`config.mk`:
```
export PLATFORM = sky130hd
export DESIGN_NAME = button_debounce
export DESIGN_NICKNAME = d
export VERILOG_FILES = /design/src/rtl/button_debounce_pkg.sv /design/src/rtl/button_debounce_cell.sv /design/src/rtl/button_debounce.sv
export SDC_FILE = /design/constraint.sdc
export NUM_CORES = 1
export LEC_CHECK = 0
export ABC_AREA = 0
export BUFFER_PORTS_ARGS = -buffer_cell sky130_fd_sc_hd__buf_2
export CELL_PAD_IN_SITES_DETAIL_PLACEMENT = 0
export CELL_PAD_IN_SITES_GLOBAL_PLACEMENT = 2
export CORE_MARGIN = 2
export CORE_UTILIZATION = 36
export DETAILED_ROUTE_END_ITERATION = 12
export PLACE_DENSITY_LB_ADDON = 0.08
export SYNTH_ARGS = -nofsm -noshare
export SYNTH_HDL_FRONTEND = slang
export SYNTH_HIERARCHICAL = 1
export SYNTH_SLANG_ARGS = --single-unit
```
`constraint.sdc`:
```
create_clock -name clk -period 2.34 [get_ports clk]
set_input_delay 0.117 -clock clk [delete_from_list [all_inputs] [get_ports clk]]
set_output_delay 0.117 -clock clk [all_outputs]
set_load 0.02 [all_outputs]
```
`src/rtl/button_debounce_pkg.sv`:
```
// Shared constants for the push-button conditioning block: button indices,
// register addresses, the ID word and the per-button debounce FSM states.
package button_debounce_pkg;

  localparam int BTN_UP    = 0;
  localparam int BTN_DOWN  = 1;
  localparam int BTN_LEFT  = 2;
  localparam int BTN_RIGHT = 3;

  localparam logic [1:0] REG_LEVEL = 2'd0;
  localparam logic [1:0] REG_PRESS = 2'd1;
  localparam logic [1:0] REG_REL   = 2'd2;
  localparam logic [1:0] REG_ID    = 2'd3;

  localparam logic [31:0] BTN_ID_BASE = 32'h4254_4E00;

  typedef enum logic {
    ST_IDLE,
    ST_COUNT
  } db_state_e;

  function automatic logic [31:0] btn_id(input int num_btns);
    return BTN_ID_BASE | 32'(num_btns);
  endfunction

endpackage

```
`src/rtl/button_debounce_cell.sv`:
```
// One button: 2-flop synchroniser, counter debounce FSM, registered level
// and single-cycle press/release pulses.
module button_debounce_cell
  import button_debounce_pkg::*;
#(
  parameter int DEBOUNCE_CYC = 1000000,
  parameter int CNT_W        = 20
) (
  input  logic clk,
  input  logic reset,
  input  logic btn_n,
  output logic level,
  output logic press_pulse,
  output logic release_pulse
);

  if (64'(DEBOUNCE_CYC) >= (64'd1 << CNT_W)) begin : g_cnt_w_check
    $error("CNT_W too small for DEBOUNCE_CYC");
  end

  localparam logic [CNT_W-1:0] CNT_TERM = CNT_W'(DEBOUNCE_CYC - 1);

  db_state_e        state_q, state_d;
  logic [CNT_W-1:0] cnt_q, cnt_d;
  logic             s1_q, s1_d, s2_q, s2_d;
  logic             level_q, level_d;
  logic             press_q, press_d;
  logic             rel_q, rel_d;
  logic             s_act;

  // NOTE: sequential state uses non-blocking assignments only; all next-state
  // logic lives in the always_comb below so each flop has a single driver.
  always_ff @(posedge clk) begin
    if (reset) begin
      // Synchroniser resets to the pin's released level so no false press follows reset.
      s1_q    <= 1'b1;
      s2_q    <= 1'b1;
      state_q <= ST_IDLE;
      cnt_q   <= '0;
      level_q <= 1'b0;
      press_q <= 1'b0;
      rel_q   <= 1'b0;
    end else begin
      s1_q    <= s1_d;
      s2_q    <= s2_d;
      state_q <= state_d;
      cnt_q   <= cnt_d;
      level_q <= level_d;
      press_q <= press_d;
      rel_q   <= rel_d;
    end
  end

  assign s_act = ~s2_q;

  // NOTE: every always_comb output gets a default first, so no latch can be inferred.
  always_comb begin
    s1_d    = btn_n;
    s2_d    = s1_q;
    state_d = ST_IDLE;
    cnt_d   = '0;
    level_d = level_q;
    press_d = 1'b0;
    rel_d   = 1'b0;
    case (state_q)
      ST_IDLE, ST_COUNT: begin
        // A mismatch that disappears before terminal falls through to IDLE with a cleared counter.
        if (s_act != level_q) begin
          if (cnt_q == CNT_TERM) begin
            level_d = s_act;
            press_d = s_act;
            rel_d   = ~s_act;
          end else begin
            state_d = ST_COUNT;
            cnt_d   = cnt_q + 1'b1;
          end
        end
      end
      default: state_d = ST_IDLE;
    endcase
  end

  assign level         = level_q;
  assign press_pulse   = press_q;
  assign release_pulse = rel_q;

endmodule

```
`src/rtl/button_debounce.sv`:
```
// Debounces NUM_BTNS active-low buttons and exposes level, sticky
// press/release flags (clear-on-read) and an ID word on the CPU bus.
module button_debounce
  import button_debounce_pkg::*;
#(
  parameter int NUM_BTNS     = 4,
  parameter int DEBOUNCE_CYC = 1000000,
  parameter int CNT_W        = 20
) (
  input  logic                clk,
  input  logic                reset,
  input  logic [NUM_BTNS-1:0] btn_n,
  input  logic                ren,
  input  logic [1:0]          addr,
  output logic [31:0]         data_out,
  output logic [NUM_BTNS-1:0] level,
  output logic [NUM_BTNS-1:0] press_pulse,
  output logic [NUM_BTNS-1:0] release_pulse
);

  logic [NUM_BTNS-1:0] press_flag_q, press_flag_d;
  logic [NUM_BTNS-1:0] rel_flag_q, rel_flag_d;
  logic [NUM_BTNS-1:0] press_clr, rel_clr;
  logic [31:0]         data_out_q, data_out_d;

  for (genvar i = 0; i < NUM_BTNS; i++) begin : g_cell
    button_debounce_cell #(
      .DEBOUNCE_CYC(DEBOUNCE_CYC),
      .CNT_W       (CNT_W)
    ) u_cell (
      .clk          (clk),
      .reset        (reset),
      .btn_n        (btn_n[i]),
      .level        (level[i]),
      .press_pulse  (press_pulse[i]),
      .release_pulse(release_pulse[i])
    );
  end

  always_ff @(posedge clk) begin
    if (reset) begin
      press_flag_q <= '0;
      rel_flag_q   <= '0;
      data_out_q   <= '0;
    end else begin
      press_flag_q <= press_flag_d;
      rel_flag_q   <= rel_flag_d;
      data_out_q   <= data_out_d;
    end
  end

  always_comb begin
    press_clr  = '0;
    rel_clr    = '0;
    data_out_d = data_out_q;
    if (ren) begin
      case (addr)
        REG_LEVEL: data_out_d = 32'(level);
        REG_PRESS: begin
          data_out_d = 32'(press_flag_q);
          press_clr  = '1;
        end
        REG_REL: begin
          data_out_d = 32'(rel_flag_q);
          rel_clr    = '1;
        end
        REG_ID:    data_out_d = btn_id(NUM_BTNS);
        default:   data_out_d = data_out_q;
      endcase
    end
    // Set is OR-ed in after the clear so a pulse coinciding with a read is not lost.
    press_flag_d = (press_flag_q & ~press_clr) | press_pulse;
    rel_flag_d   = (rel_flag_q & ~rel_clr) | release_pulse;
  end

  assign data_out = data_out_q;

endmodule

```
# ---- After elaboration in Yosys (flattened, before gate mapping)
# Cells that the tools add are included.
# Widths: inputs -> output; s select.
dict set report totals {
  ff_bits 140
  in_bits 9
  output_inout_bits 44
  wordCells 78
}
dict set report classes {
  addsub 4
  mux 5
  reduce_logical 13
  n_eq_ne 11
  bitwise 18
}
# operator count
set op_table {}
lappend op_table {{$pmux 32 s4} 1}
lappend op_table {{$add 20x1->20 const B} 4}
lappend op_table {{$eq 20x20->1 const B} 4}
lappend op_table {{$reduce_or 3->1} 8}
lappend op_table {{$mux 4} 4}
lappend op_table {{$not 1->1} 12}
lappend op_table {{$and 4x4->4} 2}
lappend op_table {{$not 4->4} 2}
lappend op_table {{$or 4x4->4} 2}
lappend op_table {{$reduce_and 2->1} 4}
lappend op_table {{$eq 2x2->1 const B} 2}
lappend op_table {{$ne 1x1->1} 4}
lappend op_table {{$eq 2x1->1 const B} 1}
lappend op_table {{$logic_not 2->1} 1}

# ---- Logic depth before layout (Yosys ltp)
dict set report depth {
  ltp_word 6
  mapped_depth 7
  ltp_nobuf 5
}

# ---- Hierarchy
# The synthesis kept the hierarchy.
# module cells_per_inst area_per_inst_um2 seq_area_each_um2 n_inst
set modules_own_cells {}
lappend modules_own_cells {button_debounce_cell 121 1064.8 500.5 4}
lappend modules_own_cells {button_debounce 87 784.5 260.2 1}

# ---- Worst setup path before layout
# No wires, ideal clock.
dict set report synth_path {
  path_type {reg-to-reg}
  from {register g_cell[0].u_cell.cnt_q[0]}
  to {register g_cell[0].u_cell.cnt_q[14]}
  path_slack_ns 0.532
  arrival_ns 1.738
  period_less_slack_ns 1.808
  path_stages_with_launch 7
  cell_sequence {dfxtp_1 > ha_1 > nand3_2 > or4_1 > buf_2 > or3_1 > a21oi_1}
}
dict set report synth_via {
  elab_chain_len 2
}
# item line_no
set synth_rtl {}
lappend synth_rtl {{from (decl)} button_debounce_cell.sv:24} ;# logic [CNT_W-1:0] cnt_q, cnt_d;
lappend synth_rtl {{from (signal assigned)} button_debounce_cell.sv:47} ;# cnt_q <= cnt_d;
lappend synth_rtl {{branches (longest 2 deep; another with $add 20x1->20)} n/a}
# Parallel ways; which one is timed is not known.
# A chain may end at the register's enable or synchronous reset.

# ---- Final worst setup path
dict set report layout_path {
  from {register g_cell[3].u_cell.cnt_q[0]}
  to {register g_cell[3].u_cell.cnt_q[18]}
}
dict set report layout_via {
  elab_chain_len 2
}
# item line_no
set layout_rtl {}
lappend layout_rtl {{from (decl)} button_debounce_cell.sv:24}
lappend layout_rtl {{from (signal assigned)} button_debounce_cell.sv:47}
lappend layout_rtl {{branches (longest 2 deep; another with $add 20x1->20)} n/a}
# Parallel ways; which one is timed is not known.

==> out/summary.md <==
The die span in y was 122 µm; the largest net degree at the start of global routing was 19. The tools report the sort of element at the end of the critical path as a register. For this run, the leading register cell type out of synthesis is sky130_fd_sc_hd__dfxtp_1. The clock drives 113 sinks. Once placement finished, the instance area stood at 5280 µm². For this design the ratio of total power to cell area is 775 nW/µm². The share of total power dissipated in combinational logic is 2.8%.

The first global-routing pass estimated 17.3 mm of wire. Average footprint of a synthesized cell: 8.83 µm². The logs give 4 for the number of H-tree levels and 247 for the DRC marker count from the first detailed-route iteration. After layout, the worst path uses 85.3% of the clock period. Counting along the longest clock path gives a buffer depth of 2. The routed metal-1 wire length is 5.04 mm. Cell taking the most area after synthesis: sky130_fd_sc_hd__dfxtp_1. The routed design uses 416 µm of met3 wire.

In this run the standard cell core region covers 13800 µm². For the final routed DRC violation total, the log shows 0. In this run the clock root is driven by a sky130_fd_sc_hd__clkbuf_16. The wire-length estimate of the detail-placed layout is 7.07 mm. In this run the top signal layer used is met4.

Via count of the first global-routing pass: 3647. The adder and majority gate portion of the synthesized area is 0.992%, and the number of pins with negative max-slew slack in the final report is 0. The number of cells in the finished layout apart from fillers was 803. The tools report the number of nets in the layout as 625. The fraction of layout cells with a size suffix above 1 was 16.4%; the area fraction of the dominant cell type after synthesis was 44.9%. Yosys printed 6 warnings. At the worst endpoint, the required time is 2670 ps. In this run, synthesis inferred 0 flip-flops with an integrated enable.

Global routing used 14.8% of the available tracks across all layers. In this run the cell area of the synthesized design comes to 5040 µm². The clock transition at the registers of the reported paths is 50 ps, and the minimum setup slack after placement is 372 ps. After synthesis, the largest family of logic cells by area is simple AND/OR/NAND/NOR gates.

The via density per instance is 4.88. Across the run, the number of max-cap violations was 0. The critical path contains buffers and inverters numbering 0 combined. Buffers added to address setup during post-CTS repair amount to 0.

For this configuration, the core starts out at a cell density of 36.6%. After synthesis, the most frequently instantiated cells are sky130_fd_sc_hd__dfxtp_1 (113), sky130_fd_sc_hd__nor2_1 (73), sky130_fd_sc_hd__xnor2_1 (44). The layout overhead on the synthesized area works out to 16.8%. Synthesized netlist cell count: 571.

Final hold analysis gives a worst-case slack of 50.2 ps. 0 antenna diodes ended up in the layout. Grouping stages by cell kind, the critical path spends the most delay in simple AND/OR/NAND/NOR gates.

Placer's final routability congestion estimate: 0.776. The startpoint-to-endpoint class of the critical path was register to register. The synthesized netlist devotes 9.50% of its cell area to compound gates. The leftover overflow at the end of global routing was 0; the post-route cell area was 5890 µm².

The final route contains 3922 vias. The count of final hold-check violations was 0. The routed wire length on met2 is 4.54 mm, and the clock insertion delay at the later pin of the skew report is 410 ps. Most repeated cell in the gate-level netlist after synthesis: sky130_fd_sc_hd__dfxtp_1.

Buffers inserted to repair hold after CTS numbered 4. The run finished with clean final reports. The netlist uses 40 different library cells.

The floorplan step defined a die boundary enclosing 15000 µm². In this run switching power makes up 20.3% of total power. In this run the core area contains 43 standard-cell rows.

The run gives 0 ps as the accumulated negative setup slack. The maximum fanout along the worst path was 7; the horizontal die dimension was 122 µm. The number of placed cells counting well taps is 769, and the area fraction in and, or, nand and nor cells after synthesis is 29.0%. Delay of the slowest cell on the worst path: 680 ps. IR analysis of the VDD net gives a maximum drop of 497 µV.

The register bit total from synthesis works out to 113. Cell with the biggest individual delay on the critical path: sky130_fd_sc_hd__or4_1. Setup repair after global routing left no endpoint under its margin. Dividing the detail-routed wire length by the instance count gives 12.6 µm.

Summed over all nets, the switching power comes to 0.928 mW. Pin placement for this block handled 53 I/O pins. The logs give 0 for the initial antenna violation count and 4 for the length of the first detailed-routing pass in iterations. On the final layout, the worst clock skew is 9.24 ps. In this run, flip-flops and latches consume 42.7% of the power.

The min-delay analysis places its worst path in the category input port to register. In this run the remaining antenna-violating nets after routing total 0. In this run the tool buffered the top-level ports with 33 buffer cells.

Of the total power, the clock network draws 54.5%. For this design the static power due to leakage is 1.92 nW. Summed over all layers, the routed wires come to 10.1 mm. Static timing analysis puts the maximum clock frequency at 501 MHz.

Setup violations remaining at the end of the flow were counted as 0. The kind of start point of the critical path was a register. For the number of instances resized during post-cts repair, the log shows 0. The worst path needs 2000 ps of the cycle, external delays included. After Yosys synthesis, XOR and XNOR cells account for 8.34% of the synthesized area.

The tools report the portion of the post-synthesis area used by sequential elements as 44.9%. The number of clock buffers added by TritonCTS is 17. TritonCTS built the clock tree. The signal on the critical path passes through ha_1 > nand3_2 > or4_1 > or3_1 > a21oi_1. Setup slack closes at 344 ps. The multiplexer area fraction after synthesis was 0%. In the post-synthesis netlist, the biggest area contributors are sky130_fd_sc_hd__dfxtp_1 (45%), sky130_fd_sc_hd__xnor2_1 (7.6%), sky130_fd_sc_hd__nor2_1 (5.4%), sky130_fd_sc_hd__a21oi_1 (4.1%), sky130_fd_sc_hd__buf_4 (4.0%). Data arrives at the worst endpoint at 2330 ps. The async set or reset register ratio after synthesis is 0%, and the internal power is 3.64 mW.
==> layout make-up <==
| type | instances | area [µm²] |
|---|---|---|
| flip-flops and latches | 113 | 2260 |
| well taps | 180 | 225 |
| clock inverters | 6 | 80.1 |
| repair buffers | 46 | 273 |
| multi-input cells | 414 | 2480 |
| inverters | 20 | 75.1 |
| fillers | 1409 | 7880 |
| clock buffers | 24 | 492 |
==> worst reg2reg max path, stage by stage, from the launching register on <==
cell                      delay, ps
sky130_fd_sc_hd__dfxtp_1        380
sky130_fd_sc_hd__ha_1           220
sky130_fd_sc_hd__nand3_2        140
sky130_fd_sc_hd__or4_1          680
sky130_fd_sc_hd__or3_1          350
sky130_fd_sc_hd__a21oi_1        150
==> power by group through the flow <==
stage | logic [mW] | registers (mW) | clock network (mW)
after global placement | 0.124 | 1.99 | 0
after CTS | 0.130 | 1.95 | 2.56
after global routing | 0.142 | 1.95 | 2.65
after floorplan | 0.118 | 1.99 | 0
after detailed placement | 0.125 | 1.99 | 0
final | 0.129 | 1.95 | 2.49
==> state kept, by name, indices dropped and copies added (netlist names) <==
| signal | cells |
|---|---|
| g_cell.u_cell/s2_q | 4 |
| press_flag_q | 4 |
| g_cell.u_cell/release_pulse | 4 |
| g_cell.u_cell/s1_q | 4 |
| data_out | 5 |
| g_cell.u_cell/press_pulse | 4 |
| g_cell.u_cell/level | 4 |
| rel_flag_q | 4 |
| g_cell.u_cell/cnt_q | 80 |
==> cells by family (layout without fill, tap and decap cells) <==
kind of cell | count (synthesis) | after routing
fa+ha+maj | 4 | 4
compound gates | 84 | 84
buf+inv | 62 | 96
xor+xnor | 48 | 48
simple gates | 259 | 259
flops | 113 | 113
other cells | 1 | 19
==> stage by stage <==
stage | utilization (%) | total power, mW
2_1_floorplan | - | 2.11
3_3_place_gp | 38.3 | 2.11
3_5_place_dp | 38.3 | 2.12
4_1_cts | 42.8 | 4.64
5_1_grt | 42.8 | 4.75
6_report | 42.8 | 4.57
==> worst paths after layout <==
path         slack, ps                                 start                                    end  cells after the start
max reg2reg        340  g_cell[3].u_cell/cnt_q[0]$_SDFF_PP0_  g_cell[3].u_cell/cnt_q[18]$_SDFF_PP0_                      5
max                340  g_cell[3].u_cell/cnt_q[0]$_SDFF_PP0_  g_cell[3].u_cell/cnt_q[18]$_SDFF_PP0_                      5
min                 50                               addr[0]              data_out[25]$_SDFFE_PP0P_                      3
min reg2reg        410      g_cell[0].u_cell/s1_q$_SDFF_PP1_       g_cell[0].u_cell/s2_q$_SDFF_PP1_                      1
==> layer usage <==
| layer | vias to the layer above | track usage, % |
|---|---|---|
| met5 | - | 0 |
| met4 | 0 | 6.03 |
| met3 | 9 | 4.83 |
| met2 | 69 | 22.6 |
| met1 | 1801 | 19.3 |
| li1 | 2043 | - |
==> cell usage in the layout, fill, tap and decap left out, types with 20 or more instances in the layout <==
cell	netlist	routed
sky130_fd_sc_hd__nand3_1	25	25
sky130_fd_sc_hd__or3_1	24	24
sky130_fd_sc_hd__nor2_1	73	73
sky130_fd_sc_hd__nor3_1	26	26
sky130_fd_sc_hd__o21ai_0	28	28
sky130_fd_sc_hd__buf_2	13	33
sky130_fd_sc_hd__nand2_1	25	25
sky130_fd_sc_hd__xnor2_1	44	44
sky130_fd_sc_hd__dfxtp_1	113	113
sky130_fd_sc_hd__a21oi_1	41	41
sky130_fd_sc_hd__inv_1	20	20
No activity file was read; power rests on OpenSTA's default activity.
